[config.mk]
export PLATFORM = sky130hd
export DESIGN_NAME = mem_arbiter
export DESIGN_NICKNAME = d
export VERILOG_FILES = /design/src/rtl/mem_arbiter.sv
export SDC_FILE = /design/constraint.sdc
export NUM_CORES = 1
export LEC_CHECK = 0
export ABC_AREA = 1
export BUFFER_PORTS_ARGS = -buffer_cell sky130_fd_sc_hd__buf_2
export CORE_MARGIN = 5
export CORE_UTILIZATION = 51
export DETAILED_ROUTE_END_ITERATION = 16
export GPL_TIMING_DRIVEN = 0
export PLACE_DENSITY = 0.93
export SKIP_CTS_REPAIR_TIMING = 1
export SYNTH_ARGS = -nofsm -noshare
export SYNTH_HDL_FRONTEND = slang
export SYNTH_SLANG_ARGS = --single-unit
[constraint.sdc]
create_clock -name clk -period 3.13 [get_ports clk]
set_input_delay 0.7825 -clock clk [delete_from_list [all_inputs] [get_ports clk]]
set_output_delay 0.7825 -clock clk [all_outputs]
set_load 0.1 [all_outputs]
[src/rtl/mem_arbiter.sv]
// Round-robin arbiter and fixed-latency sequencer sharing one unified memory
// between the CPU port and the DMA/loader port.
module mem_arbiter #(
    parameter int unsigned AW  = 32,
    parameter int unsigned DW  = 32,
    parameter int unsigned LAT = 1
) (
    input  logic          clk,
    input  logic          reset,
    input  logic          cpu_req,
    input  logic          cpu_we,
    input  logic [AW-1:0] cpu_addr,
    input  logic [DW-1:0] cpu_wdata,
    output logic          cpu_ack,
    output logic [DW-1:0] cpu_rdata,
    output logic          cpu_stall,
    input  logic          dma_req,
    input  logic          dma_we,
    input  logic [AW-1:0] dma_addr,
    input  logic [DW-1:0] dma_wdata,
    output logic          dma_ack,
    output logic [DW-1:0] dma_rdata,
    output logic          mem_en,
    output logic          mem_we,
    output logic [AW-1:0] mem_addr,
    output logic [DW-1:0] mem_wdata,
    input  logic [DW-1:0] mem_rdata,
    output logic          busy,
    output logic          owner
);

    localparam int unsigned CW = 3;

    typedef enum logic [1:0] {IDLE, ACCESS, WAIT, ACK} state_t;

    state_t        state, state_nx;
    logic [CW-1:0] cnt, cnt_nx;
    logic          owner_nx, mem_en_nx, mem_we_nx, busy_nx;
    logic          cpu_ack_nx, dma_ack_nx, grant_dma;
    logic [AW-1:0] mem_addr_nx;
    logic [DW-1:0] mem_wdata_nx, cpu_rdata_nx, dma_rdata_nx;

    assign cpu_stall = cpu_req & ~cpu_ack;

    // DMA wins only when the CPU is idle or the CPU held the last grant
    assign grant_dma = dma_req & (~cpu_req | ~owner);

    always_comb begin
        state_nx     = state;
        cnt_nx       = cnt;
        owner_nx     = owner;
        mem_en_nx    = 1'b0;
        mem_we_nx    = mem_we;
        mem_addr_nx  = mem_addr;
        mem_wdata_nx = mem_wdata;
        cpu_ack_nx   = 1'b0;
        dma_ack_nx   = 1'b0;
        cpu_rdata_nx = cpu_rdata;
        dma_rdata_nx = dma_rdata;

        case (state)
            IDLE: begin
                if (cpu_req || dma_req) begin
                    owner_nx     = grant_dma;
                    mem_we_nx    = grant_dma ? dma_we    : cpu_we;
                    mem_addr_nx  = grant_dma ? dma_addr  : cpu_addr;
                    mem_wdata_nx = grant_dma ? dma_wdata : cpu_wdata;
                    mem_en_nx    = 1'b1;
                    state_nx     = ACCESS;
                end
            end
            ACCESS: begin
                cnt_nx   = CW'(LAT - 1);
                state_nx = WAIT;
            end
            WAIT: begin
                if (cnt == '0) begin
                    if (!mem_we) begin
                        if (owner) dma_rdata_nx = mem_rdata;
                        else       cpu_rdata_nx = mem_rdata;
                    end
                    cpu_ack_nx = ~owner;
                    dma_ack_nx = owner;
                    state_nx   = ACK;
                end else begin
                    cnt_nx = cnt - CW'(1);
                end
            end
            ACK:     state_nx = IDLE;
            default: state_nx = IDLE;
        endcase

        busy_nx = (state_nx != IDLE);
    end

    always_ff @(posedge clk or negedge reset) begin
        if (!reset) begin
            state     <= IDLE;
            cnt       <= '0;
            owner     <= 1'b1;
            mem_en    <= 1'b0;
            mem_we    <= 1'b0;
            mem_addr  <= '0;
            mem_wdata <= '0;
            cpu_ack   <= 1'b0;
            dma_ack   <= 1'b0;
            cpu_rdata <= '0;
            dma_rdata <= '0;
            busy      <= 1'b0;
        end else begin
            state     <= state_nx;
            cnt       <= cnt_nx;
            owner     <= owner_nx;
            mem_en    <= mem_en_nx;
            mem_we    <= mem_we_nx;
            mem_addr  <= mem_addr_nx;
            mem_wdata <= mem_wdata_nx;
            cpu_ack   <= cpu_ack_nx;
            dma_ack   <= dma_ack_nx;
            cpu_rdata <= cpu_rdata_nx;
            dma_rdata <= dma_rdata_nx;
            busy      <= busy_nx;
        end
    end

endmodule

-- Word level (Yosys, flattened, before mapping)
Index checks and enable logic that the tools add are counted.
- $add $sub $neg: 1
- eq/ne operators: 4
- multiplexer cells: 14
- bitwise gates (word level): 7
- reductions and logical operators: 9
- operators by type and width (cell ; number):
    $mux W32 ; 2
    $pmux W2 S4 ; 1
    $reduce_and A4 Y1 ; 2
    $mux W1 ; 7
    $pmux W3 S2 ; 1
    $eq A2 B2 Y1 const B ; 2
    $mux W2 ; 2
    $not A1 Y1 ; 4
    $reduce_and A2 Y1 ; 2
    $reduce_bool A2 Y1 ; 2
    $logic_not A3 Y1 ; 1
    $mux W3 ; 1
    $sub A3 B1 Y3 const B ; 1
    $and A1 B1 Y1 ; 2
    $eq A2 B1 Y1 const B ; 1
    $logic_not A2 Y1 ; 1
    $ne A2 B2 Y1 const B ; 1
    $logic_or A1 B1 Y1 ; 1
    $or A1 B1 Y1 ; 1
- register bits after elaboration: 139
- input port bits: 166
- output and inout bits: 135
- logic and storage cells: 47

-- Longest topological paths before layout
- depth in word-level cells: 4
- depth in mapped cells: 9
- mapped depth without buffers: 8

-- Worst setup path after synthesis
OpenSTA, ideal clock, no wires.
- kind: flip-flop to output port
- start: register cpu_ack
- end: output cpu_stall
- arrival time: 2.144 ns
- required time: 2.348 ns
- setup slack: 0.204 ns
- stages on the path, launching flop included: 2
- buffers on the path: 0
- path through: dfrtp_1 nor2_1
- word-level cells in the longest chain between the ends: 2
- RTL lines (element ; RTL line ; RTL):
    start: declaration ; 14 ; output logic cpu_ack,
    start signal: assignment ; 118 ; cpu_ack <= cpu_ack_nx;
    $not A1 Y1 ; 43 ; assign cpu_stall = cpu_req & ~cpu_ack;
    $and A1 B1 Y1 ; 43 ;
    end: declaration ; 16 ; output logic cpu_stall,
No other way between the ends.

-- Worst setup path in the final report
- start: register owner
- end: output owner
- RTL lines (element ; RTL line ; RTL):
    start: declaration ; 29 ; output logic owner
    start signal: assignment ; 113 ; owner <= owner_nx;
No word-level cell between the ends.

==> results.md <==
- Mapped Nets: 1020
- Delay-heaviest family, CP: flip-flops
- Final hold violation count: 0
- Chip width: 123 um
- CTS tree: yes
- Buffers on Ports: 300
- Die area: 15200 um^2
- Outcome: finished, final reports clean
- Top Ports: 301
- Vias in the first global route: 6503
- Clock latency on the worst-skew pair: 410 ps
- Slew Viols, Final: 0
- DR pass1 iterations: 6
- Initial drt markers: 647
- Synth area leader: dfrtp_1
- Placement Rows: 41
- Initial Utilization: 51.9%
- Maxcap violations: 0
- Drt wl/cell: 14.9 um
- Sink Count: 139
- Die Span Y: 123 um
- CP max-delay cell: dfstp_2
- Ranking of synthesized cells by area: dfrtp_1 53%, nand2_1 16%, inv_1 10%
- Layout Area Growth over Synthesis: 36.8%
- Post-route cell area: 8920 um^2
- Fin crit period: 2270 ps
- Share of cells above drive strength 1: 30.8%
- Setup Skew: 5.71 ps
- Maximum clock path buffer count: 2
- Post-synth cell types: 17
- ANT cells: 0
- # nets final: 1340
- Setup Viol. Count Final: 0
- Tightest Hold Check Type: in2async
- Remaining global-route overflow: 0
- WL final: 20.1 mm
- Post-synthesis sequential area ratio: 53.3%
- Clock Tree Root: clkbuf_16
- Worst setup EP type: primary output
- Post-Syn Instances: 848
- Detail Placement HPWL: 15.0 mm
- Total GRT Usage: 26.9%
- Top cell type's share of synthesized area: 52.9%
- Crit start category: flip-flop
- Dpl cell area: 8270 um^2
- Via count: 6759
- DRT antenna net count: 0
- Place WS: 878 ps
- Top achievable clock speed: 440 MHz
- Commonest non-fill, non-tap cell in the layout: buf_2
- Synthesized area: 6520 um^2
- Buf/Inv on CP: 1
- RSZ-0062 raised after global routing: no
- Number of H-tree levels: 4
- First-pass GRT wire length: 31.4 mm
- Core area: 12600 um^2
- Syn. warnings: 0
- Worst-Margin Slew: 565 ps
- Largest net degree at the start of global routing: 80
- Clock slew at reported path FFs: 60 ps
- CP arrival: 1490 ps
- Crit-path max FO: 7
- Commonest cells after routing, fill and taps aside: 318 x buf_2, 270 x nand2_1, 175 x inv_1
- Period Utilization, post-route: 72.6%
- Via density: 5.00
- DRC viols: 0
- CP Cell Sequence: buf_2
- RePlAce Congestion: 0.987
- Total CTS buffers: 17
- Syn avg cell area: 7.69 um^2
- Final worst slack: 857 ps
- Yosys reg bits: 139
- Required time of the critical path: 2350 ps
- Initial antenna violation count: 0
- Slowest stage delay, CP: 600 ps
- Critical path class: reg2out
- Rel. slew slack: 62.4%
==> layout make-up <==
| cell class | count | area [um^2] |
|---|---|---|
| buffer | 47 | 238 |
| clock buffer | 21 | 460 |
| clock inverter | 11 | 190 |
| fill | 948 | 3640 |
| inverter | 175 | 657 |
| multi-input combinational | 487 | 2150 |
| sequential | 139 | 3480 |
| tap | 172 | 215 |
| timing repair buffer | 301 | 1540 |
==> layer usage <==
metal / vias to the layer above / share of wire (%) / track usage (%)
met5: - / 0 / 0
met4: 0 / 4.1 / 12.6
met3: 70 / 8.1 / 7.37
met2: 332 / 49 / 45.0
met1: 3157 / 38 / 32.4
li1: 3200 / - / -
==> per-stage QoR <==
stage / TNS [ps] / util (%) / std cells / hold slack (ps)
2_1_floorplan: 0 / - / 848 / 453
3_3_place_gp: -74660 / 65.6 / 1320 / 459
3_5_place_dp: 0 / 65.8 / 1321 / 461
4_1_cts: 0 / 71.0 / 1353 / 351
5_1_grt: 0 / 71.0 / 1353 / 375
6_report: 0 / 71.0 / 1353 / 337
==> synthesized netlist by cell type <==
library cell and n:
clkbuf_1 17, nand2_1 270, o21ai_1 1, buf_1 1
nand3_1 131, nor2_2 1, buf_4 10, nand2_2 1
dfstp_2 1, o21ai_0 69, nand3b_1 1, inv_1 175
dfrtp_1 138, ha_1 6, buf_2 19, nand4_2 1
nor2_1 6
==> flip-flops by register name, indices dropped and copies added (netlist names), 2 cells and up <==
| register | cells |
|---|---|
| cnt | 3 |
| dma_rdata | 32 |
| mem_addr | 32 |
| mem_wdata | 32 |
| cpu_rdata | 32 |
| state | 2 |
==> cells by family (layout without fill, tap and decap cells) <==
kind of cell             after synthesis  count (layout)  synth area share [%]
AO/OA/AOI/OAI                         70              70                  5.37
adder cells (fa/ha/maj)                6               6                  1.15
buffers and inverters                222             555                  13.7
flip-flops                           139             139                  53.3
AND/OR/NAND/NOR                      411             411                  26.4
==> path summary, 6_finish.rpt <==
path                                          start                         to  slack (ps)  depth (start not counted)
setup / recovery                  owner$_DFFE_PN1P_                      owner         860                          1
hold / removal                                reset    mem_addr[1]$_DFFE_PN0P_         340                          1
setup reg to reg                 state[0]$_DFF_PN0_   dma_rdata[1]$_DFFE_PN0P_        1310                          6
hold reg to reg            mem_addr[29]$_DFFE_PN0P_   mem_addr[29]$_DFFE_PN0P_         470                          2
min in group clk           mem_addr[29]$_DFFE_PN0P_   mem_addr[29]$_DFFE_PN0P_         470                          2
max in group asynchronous                     reset  cpu_rdata[13]$_DFFE_PN0P_        2020                          2
Power is not shown: default switching activity piles up to over one toggle a cycle in this logic, so the estimate is an artifact.
